$ cat src/rtl/rpsc_pkg.sv
// Shared constants and helpers for the RPSC fault qualification path.
package rpsc_pkg;

  localparam int RPSC_N_CH        = 8;
  localparam int RPSC_FILT_CYCLES = 16;
  localparam int RPSC_SYNC_STAGES = 2;

  // Widest channel vector the priority helper accepts; callers zero-extend.
  localparam int RPSC_MAX_CH = 32;

  function automatic int lowest_set_idx(input logic [RPSC_MAX_CH-1:0] vec);
    int idx;
    idx = 0;
    for (int i = RPSC_MAX_CH - 1; i >= 0; i--) begin
      if (vec[i]) idx = i;
    end
    return idx;
  endfunction

endpackage

$ cat src/rtl/rpsc_fault_filter_ch.sv
// One fault channel: input synchroniser, symmetric persistence filter,
// qualified level and sticky chatter flag.
module rpsc_fault_filter_ch #(
  parameter int FILT_CYCLES = 16,
  parameter int SYNC_STAGES = 2
) (
  input  logic clk,
  input  logic reset,
  input  logic raw_in,
  input  logic clear_chatter,
  output logic fault_q,
  output logic chatter,
  output logic rise
);

  localparam int CNT_W = $clog2(FILT_CYCLES);
  localparam logic [CNT_W-1:0] CNT_MAX = CNT_W'(FILT_CYCLES - 1);

  logic [SYNC_STAGES-1:0] sync_q, sync_d;
  logic [CNT_W-1:0]       cnt_q, cnt_d;
  logic                   fault_d;
  logic                   chatter_q, chatter_d;
  logic                   s;

  always_comb begin
    sync_d    = {sync_q[SYNC_STAGES-2:0], raw_in};
    s         = sync_q[SYNC_STAGES-1];
    cnt_d     = cnt_q;
    fault_d   = fault_q;
    chatter_d = clear_chatter ? 1'b0 : chatter_q;

    if (s == fault_q) begin
      cnt_d = '0;
      // A nonzero count means a transition was in progress and just bounced back.
      if (cnt_q != '0) chatter_d = 1'b1;
    end else if (cnt_q == CNT_MAX) begin
      fault_d = s;
      cnt_d   = '0;
    end else begin
      cnt_d = cnt_q + CNT_W'(1);
    end

    rise = fault_d & ~fault_q;
  end

  always_ff @(posedge clk or posedge reset) begin
    if (reset) begin
      sync_q    <= '0;
      cnt_q     <= '0;
      fault_q   <= 1'b0;
      chatter_q <= 1'b0;
    end else begin
      sync_q    <= sync_d;
      cnt_q     <= cnt_d;
      fault_q   <= fault_d;
      chatter_q <= chatter_d;
    end
  end

  assign chatter = chatter_q;

endmodule

$ cat src/rtl/rpsc_fault_qualifier.sv
// Qualifies raw fault comparator lines for the RPSC fault latches and
// records the first channel to trip since the last clear.
module rpsc_fault_qualifier
  import rpsc_pkg::*;
#(
  parameter int N_CH        = RPSC_N_CH,
  parameter int FILT_CYCLES = RPSC_FILT_CYCLES,
  parameter int SYNC_STAGES = RPSC_SYNC_STAGES
) (
  input  logic                    clk,
  input  logic                    reset,
  input  logic [N_CH-1:0]         raw_in,
  input  logic                    clear_first,
  output logic [N_CH-1:0]         fault_q,
  output logic                    first_fault_valid,
  output logic [$clog2(N_CH)-1:0] first_fault_id,
  output logic [N_CH-1:0]         chatter
);

  localparam int ID_W = $clog2(N_CH);

  logic [N_CH-1:0]        rise;
  logic [RPSC_MAX_CH-1:0] rise_ext;
  logic                   first_valid_q, first_valid_d;
  logic [ID_W-1:0]        first_id_q, first_id_d;

  for (genvar i = 0; i < N_CH; i++) begin : g_ch
    rpsc_fault_filter_ch #(
      .FILT_CYCLES (FILT_CYCLES),
      .SYNC_STAGES (SYNC_STAGES)
    ) u_ch (
      .clk           (clk),
      .reset         (reset),
      .raw_in        (raw_in[i]),
      .clear_chatter (clear_first),
      .fault_q       (fault_q[i]),
      .chatter       (chatter[i]),
      .rise          (rise[i])
    );
  end

  // Clear is applied first so a rise in the same cycle is still captured.
  always_comb begin
    rise_ext             = '0;
    rise_ext[N_CH-1:0]   = rise;
    first_valid_d        = clear_first ? 1'b0 : first_valid_q;
    first_id_d           = clear_first ? '0 : first_id_q;
    if (!first_valid_d && (rise != '0)) begin
      first_valid_d = 1'b1;
      first_id_d    = ID_W'(lowest_set_idx(rise_ext));
    end
  end

  always_ff @(posedge clk or posedge reset) begin
    if (reset) begin
      first_valid_q <= 1'b0;
      first_id_q    <= '0;
    end else begin
      first_valid_q <= first_valid_d;
      first_id_q    <= first_id_d;
    end
  end

  assign first_fault_valid = first_valid_q;
  assign first_fault_id    = first_id_q;

endmodule

$ cat config.mk
export PLATFORM = sky130hd
export DESIGN_NAME = rpsc_fault_qualifier
export DESIGN_NICKNAME = d
export VERILOG_FILES = /design/src/rtl/rpsc_pkg.sv /design/src/rtl/rpsc_fault_filter_ch.sv /design/src/rtl/rpsc_fault_qualifier.sv
export SDC_FILE = /design/constraint.sdc
export NUM_CORES = 1
export LEC_CHECK = 0
export ABC_AREA = 1
export CAP_MARGIN = 5
export CORE_ASPECT_RATIO = 1.1
export CORE_MARGIN = 5
export CORE_UTILIZATION = 45
export CTS_CLUSTER_SIZE = 8
export DETAILED_ROUTE_END_ITERATION = 12
export PLACE_DENSITY = 0.72
export SLEW_MARGIN = 15
export SYNTH_ARGS = -nofsm -noshare
export SYNTH_HDL_FRONTEND = slang
export SYNTH_SLANG_ARGS = --single-unit
$ cat constraint.sdc
create_clock -name clk -period 2.4 [get_ports clk]
set_clock_uncertainty 0.15 [all_clocks]
set_input_delay 0.48 -clock clk [delete_from_list [all_inputs] [get_ports clk]]
set_output_delay 0.48 -clock clk [all_outputs]
set_load 0.1 [all_outputs]
Word-level counts from Yosys, hierarchy flattened
Index checks and enable logic that the tools add are counted.

Flip-flop bits (word level): 68. Bits of input ports: 11.

Add/subtract/negate cells: 8. Equality and inequality tests: 16. Multiplexer cells: 68. Bitwise logic cells: 16. Reduce and logical (&&, ||, !) cells: 12.

Operators by type and width (number): 2-to-1 mux 4 bit (16); 2-to-1 mux 1 bit (42); adder 4 x 1 -> 4 bit (second input constant) (8); == test 4 bit (second input constant) (8); nonzero test 4 bit (8); 2-to-1 mux 3 bit (10); AND 1 bit (8); == test 1 bit (8); inverter 1 bit (8); nonzero test 8 bit (1); nonzero test 2 bit (1); logical AND 1 bit (1); zero test 1 bit (1).

Logic depth before layout (Yosys ltp)
Gate-level depths: netlist of the first run.

Depth in word-level cells: 13. Gate-level depth with buffers: 12.

Hierarchy
A second synthesis of the first run with hierarchy kept.

Cells, all modules: 354. Area, all modules: 3154.3 um^2.

Modules (own cells, without submodules): rpsc_fault_filter_ch (times used 8, cells an instance 39, area each 359.1 um^2, seq. area each 200.2 um^2); rpsc_fault_qualifier (times used 1, cells an instance 42, area each 281.5 um^2, seq. area each 100.1 um^2).

Least setup slack after synthesis of the first run
No wires, ideal clock.

Kind: register to register. From: reg first_valid_q (netlist: first_fault_valid). To: reg first_id_q[2] (netlist: first_fault_id[2]). Arrival time: 1.447 ns. Setup slack: 0.720 ns. Cell stages (with the launch flop): 5. Buffers on the path: 0. Clock period less this slack: 1.680 ns. Cells stage by stage: dfrtp_1 -> nand2_1 -> nand2_4 -> nand3_1 -> o21ai_0.

Longest elaborated chain between the ends: 4. Elaborated cells between the ends (all ways): 5. Classes of those cells: 2 x mux; 3 x reduce/logical.

RTL lines: start: declaration (RTL line rpsc_fault_qualifier.sv:24) `logic first_valid_q, first_valid_d;`; start signal: assignment (RTL line rpsc_fault_qualifier.sv:59) `first_valid_q <= first_valid_d;`; 2-to-1 mux 1 bit * (RTL line rpsc_fault_qualifier.sv:46) `first_valid_d = clear_first ? 1'b0 : first_valid_q;`; zero test 1 bit * (RTL line rpsc_fault_qualifier.sv:48) `if (!first_valid_d && (rise != '0)) begin`; logical AND 1 bit * (RTL line rpsc_fault_qualifier.sv:48); 2-to-1 mux 3 bit / nonzero test 2 bit (equally long branches); end signal: assignment (RTL line rpsc_fault_qualifier.sv:60) `first_id_q <= first_id_d;`; end: declaration (RTL line rpsc_fault_qualifier.sv:25) `logic [ID_W-1:0] first_id_q, first_id_d;`.

Mark *: on every way between the ends. The rest lies on a longest branch, timed or not. A chain may end at the register's enable or synchronous reset.

Final worst setup path of the first run
From: reg g_ch[0].u_ch.fault_q. To: out fault_q[0].

RTL lines: start: declaration (RTL line rpsc_fault_filter_ch.sv:11) `output logic fault_q,`; start signal: assignment (RTL line rpsc_fault_filter_ch.sv:55) `fault_q <= fault_d;`; end: declaration (RTL line rpsc_fault_qualifier.sv:14) `output logic [N_CH-1:0] fault_q,`.

No word-level cell between the ends.

==> results of run 1 <==
## synth_stat cells
cell type	instances
nand3b_4	1
nand2_4	1
dfrtp_1	68
inv_2	3
nor2_2	4
nor2_4	3
nor2_1	53
o21ai_0	20
nor3_1	3
a21oi_1	2
ha_1	16
nor3b_1	10
o31ai_1	1
inv_1	58
nand3_2	1
nand2_1	46
buf_2	1
nand2_2	8
xor2_1	8
o21ai_1	1
buf_4	16
nand3_1	18
## per-stage QoR
stage          util, %  area, µm²  std cells  worst slack (ns)
2_1_floorplan        -       3150        342            0.0585
3_3_place_gp      49.1       3400        441             0.530
3_5_place_dp      49.1       3400        441             0.397
4_1_cts           52.5       3640        457             0.707
5_1_grt           52.5       3640        457             0.558
6_report          52.5       3640        457             0.727
## report_power, final
group | total [mW] | leakage (nW) | switching, mW | internal, mW
Clock | 1.08 | 0.116 | 0.412 | 0.671
Sequential | 1.26 | 0.878 | 0.0516 | 1.21
Combinational | 0.358 | 0.894 | 0.259 | 0.0985
## sequential cells by signal (all words and copies together) (netlist names)
signal and flops:
first_fault_id 3, first_fault_valid 1, g_ch.u_ch.chatter 8, g_ch.u_ch.cnt_q 32
g_ch.u_ch.fault_q 8, g_ch.u_ch.sync_q 16
## path summary, 6_finish.rpt
check / from / to / slack, ns
hold / removal: g_ch[5].u_ch.sync_q[0] / g_ch[5].u_ch.sync_q[1] / 0.20
max in group asynchronous: reset / g_ch[4].u_ch.cnt_q[1] / 1.44
setup reg to reg: g_ch[7].u_ch.cnt_q[0] / first_fault_id[1] / 0.74
min in group asynchronous: reset / g_ch[1].u_ch.cnt_q[1] / 0.37
hold reg to reg: g_ch[5].u_ch.sync_q[0] / g_ch[5].u_ch.sync_q[1] / 0.20
setup / recovery: g_ch[0].u_ch.fault_q / fault_q[0] / 0.73
## per-layer routing
metal	vias to the layer above	part of all wire (%)	track usage [%]
met5	-	0	0
met4	0	2.8	8.02
met3	10	3.3	3.00
met2	30	50	22.0
met1	990	44	14.8
li1	1078	-	-
## cells by family (layout without fill, tap and decap cells)
family / after synthesis / in the layout / share of synthesized area (%)
buffers and inverters: 78 / 108 / 11.2
adders and majority gates: 16 / 16 / 6.35
AOI/OAI and AO/OA: 24 / 24 / 3.89
xor gates and xnor gates: 8 / 8 / 2.22
and+or+nand+nor: 148 / 148 / 22.3
DFF: 68 / 68 / 54.0
## cell type report
| cell class | instances | area share (%) |
|---|---|---|
| Multi-Input combinational cell | 196 | 30.1 |
| Clock buffer | 13 | 4.64 |
| Inverter | 61 | 6.29 |
| Tap cell | 85 | 2.92 |
| Timing Repair Buffer | 31 | 7.43 |
| Sequential cell | 68 | 46.8 |
| Clock inverter | 3 | 1.86 |
==> impl_metrics.yaml, run 1 <==
outcome:
  outcome: "complete, no violations"
critical_path:
  path_max_fanout: 3
  end_kind: "output port"
  cp.arrival_ns: 1.04
  r2r_cells: 10
  start_kind: "register"
  cp_top_family: "flip-flops"
  cp_num_buf_inv: 1
  critPathMaxStageDelay_ns: 0.39
  crit_slowest_cell: "dfrtp_1"
  path_class: "register to output port"
  crit_chain: "buf_4"
  cp_data_required_time_ns: 1.77
  cp_num_cells: 1
grt:
  overflow: 0
  grt_max_degree: 69
  grt_use_total_pct: 13.0
  grt_pass1_wl_um: 9230
  antenna_found_initial: 0
  grt_pass1_vias: 2169
final_layout:
  area_delta_synth_final_pct: 15.5
  multi_input_area_um2: 1090
  nets: 394
  seq_area_um2: 1700
  layout_commonest_cell: "dfrtp_1"
  drive_gt1_share_pct: 15.6
  nFillCells: 638
  layout_common_cells: "dfrtp_1, inv_1, nor2_1"
  n_antenna_cell: 0
routing:
  final_antenna_net_count: 0
  avgRoutedWirePerCell_um: 11.5
  vias_per_cell: 4.61
  dr.pass1.iters: 4
  remaining_drc_errors: 0
  drt_iter0_markers: 90
  vias: 2108
  routed_wl_um: 5260
logic_synthesis:
  synthCells: 342
  netlist_area_um2: 3150
  synth_nets: 369
  syn_area_per_cell_um2: 9.21
  yosys_warnings: 0
  ys_seq_area_share_pct: 54.0
  synth_top_cell_by_area: "dfrtp_1"
  ys_seq_elements: 68
  synth_area_leaders: "dfrtp_1, inv_1, ha_1, nor2_1, nand2_1"
  synthDistinctLibCells: 22
  yosysTopAreaCellShare_pct: 54.0
die:
  num_rows: 32
  die_w_um: 89.8
  core_area_um2: 6930
  design.die.area_um2: 8780
  ioPinCount: 31
  die_h_um: 97.8
  start_util_pct: 45.5
timing:
  worstMarginPinSlew_ns: 0.443
  period_needed_ns: 1.67
  hold_ws_ns: 0.198
  fmax_ghz: 0.598
  hold_violations: 0
  slew_headroom_pct: 70.4
  setup_viol: 0
  tns_ns: 0
  fin_crit_sh_pct: 69.7
  grt_setup_unrepaired: "false"
  slew_viol_final: 0
pwr:
  power.total_mw: 2.70
  power_leakage_nw: 1.89
  power.density_nw_per_um2: 743
  vdd_drop_max_mv: 0.502
clocking:
  htreeDepth: 3
  cts_setup_buffers: 0
  ctsHoldBuffers: 0
  clock-sinks: 68
  clk_pin_slew_ns: 0.07
  cts_buffers: 9
  clock_path_buffers: 2
  clk_latency_ns: 0.34
  cts_resized: 0
  cts_root_buffer: "clkbuf_8"
  cts_tree: "done"
min_path:
  hp-class: "register to register"
  hold_depth: 0
place:
  gp_congestion: 0.766
  portBuffers: 30
  place_hpwl_um: 3910
job:
  drv_cap: 0
Power figures use the tool's default switching activity.
==> run 2: changes to the inputs <==
- clock period: 2.4 -> 1.4 ns (I/O delays scaled with it)
==> run 2 against run 1 <==
The flow now finishes with violations (setup timing). Largest cell class unchanged. Clock-buffer cell count is 2 lower. Clock power up 26%. Largest power group unchanged. Critical endpoint is now first_fault_id[0]. First-iteration DRC count rose by 34%.
==> impl_metrics.yaml, run 2 (synthesis results as in run 1) <==
outcome:
  outcome: "finished, violations left"
  violations: "setup timing"
grt:
  grt_max_degree: 38
  antenna_found_initial: 0
  grt_pass1_vias: 2460
  grt_use_total_pct: 15.5
  use_met1_pct: 18.0
  use_met2_pct: 26.5
  use_met3_pct: 2.93
  overflow: 0
  busiest_layer: "met2"
  grt_pass1_wl_um: 11000
critical_path:
  cp.arrival_ns: 1.62
  start_kind: "register"
  path_max_fanout: 5
  timing.critical_path.mode_cell: "nand2_2"
  end_kind: "register"
  cp_data_required_time_ns: 1.49
  crit_slowest_cell: "dfrtp_1"
  critPathMaxStageDelay_ns: 0.40
  cp_top_family: "simple AND/OR/NAND/NOR gates"
  path_class: "register to register"
  cp_num_buf_inv: 0
  crit_chain: "ha_2 -> nand2_2 -> nor2_4 -> nand2_2 -> nand2_2 -> nor2_4 -> nand2_2 -> nand2_4 -> nor2_2 -> nand2_1 -> nand2_1"
clocking:
  clock_path_buffers: 2
  clock-sinks: 68
  cts_tree: "done"
  cts_buffers: 9
  clk_pin_slew_ns: 0.07
  cts_root_buffer: "clkbuf_8"
  clk_latency_ns: 0.34
  htreeDepth: 3
routing:
  vias_per_cell: 4.66
  routed_wl_um: 6280
  final_antenna_net_count: 0
  avgRoutedWirePerCell_um: 12.3
  vias: 2384
  drt_iter0_markers: 121
  remaining_drc_errors: 0
  dr.pass1.iters: 4
timing:
  worstMarginPinSlew_ns: 0.264
  fin_crit_sh_pct: 109
  slew_viol_final: 0
  slew_headroom_pct: 82.3
  hold_violations: 0
  setup_viol: 13
  grt_setup_unrepaired: "true"
  fmax_ghz: 0.654
  period_needed_ns: 1.53
  setup_slack_ns: -0.128
  tns_ns: -0.766
final_layout:
  largest_register_ffs: 32
  area_delta_synth_final_pct: 39.2
  layout_commonest_cell: "dfrtp_1"
  reg_top3: "g_ch.u_ch.cnt_q x32, g_ch.u_ch.sync_q x16"
  largest-register: "g_ch.u_ch.cnt_q"
  seq_area_um2: 1700
  nets: 451
  layout_common_cells: "dfrtp_1, inv_1, buf_4"
  fin_util_pct: 63.3
  multi_input_area_um2: 1190
  drive_gt1_share_pct: 33.7
  nFillCells: 550
  n_antenna_cell: 0
place:
  place_hpwl_um: 4390
  gp_congestion: 0.814
  portBuffers: 30
  dp_slack_ns: -0.115
pwr:
  power_leakage_nw: 2.21
  power.density_nw_per_um2: 1000
  vdd_drop_max_mv: 0.537
die:
  die_w_um: 89.8
  num_rows: 32
  core_area_um2: 6930
  die_h_um: 97.8
  ioPinCount: 31
  start_util_pct: 45.5
  design.die.area_um2: 8780
job:
  drv_cap: 0
min_path:
  hp-class: "input pin to asynchronous set/reset pin"
-- run 2: changes by cell type in the layout (fill, tap and decap cells not counted), sizes merged --
cell | before | now
buf | 21 | 78
clkinv | 0 | 3
bufinv | 2 | 0
clkbuf | 13 | 11
inv | 61 | 60
-- run 2: worst register-to-register path, delay by kind of cell (launching register included) --
kind          cells  cell delay, ns
simple gates     10            0.67
fa+ha+maj         1            0.20
flops             1            0.40
-- run 2: power breakdown --
group	total [mW]	switching, mW	internal (mW)
Clock	1.36	0.702	0.662
Sequential	2.17	0.0902	2.08
Combinational	0.851	0.500	0.352
-- run 2: final timing paths --
path,from,to,slack [ns],cells past startpoint
min reg2reg,g_ch[2].u_ch.sync_q[0],g_ch[2].u_ch.sync_q[1],0.20,0
min in group clk,g_ch[2].u_ch.sync_q[0],g_ch[2].u_ch.sync_q[1],0.20,0
max reg2reg,g_ch[6].u_ch.cnt_q[0],first_fault_id[0],-0.13,11
max in group asynchronous,reset,first_fault_valid,0.69,3
max,g_ch[6].u_ch.cnt_q[0],first_fault_id[0],-0.13,11
min,reset,g_ch[5].u_ch.fault_q,0.20,3
-- run 2: cell type report --
| class | instances | area share (%) |
|---|---|---|
| sequential | 68 | 38.9 |
| clock buffer | 11 | 3.22 |
| inverter | 61 | 5.31 |
| multi-input combinational | 196 | 27.2 |
| timing repair buffer | 88 | 22.7 |
| tap | 85 | 2.43 |
| clock inverter | 3 | 0.342 |
-- run 2: metal layers --
metal  vias up  part of all wire, %
met2        34                   53
met4         0                  2.4
met5         -                    0
met1      1149                   42
met3        12                  2.8
li1       1189                    -
-- run 2: timing repair --
item | 4_1_cts | 5_1_grt
hold buffers | 0 | 0
setup endpoints to repair | 15 | 41
gates resized for setup | 9 | 18
setup buffers | 11 | 7
pin swaps | 4 | 10
-- run 2: per-stage QoR --
stage                     cells  power, mW  hold slack [ns]  area, µm²
after global routing        512       4.59            0.212       4390
after floorplan             342       2.71            0.161       3210
after CTS                   505       4.39            0.202       4280
after global placement      480       2.98            0.182       4010
final                       512       4.38            0.199       4390
after detailed placement    480       3.01            0.185       4010
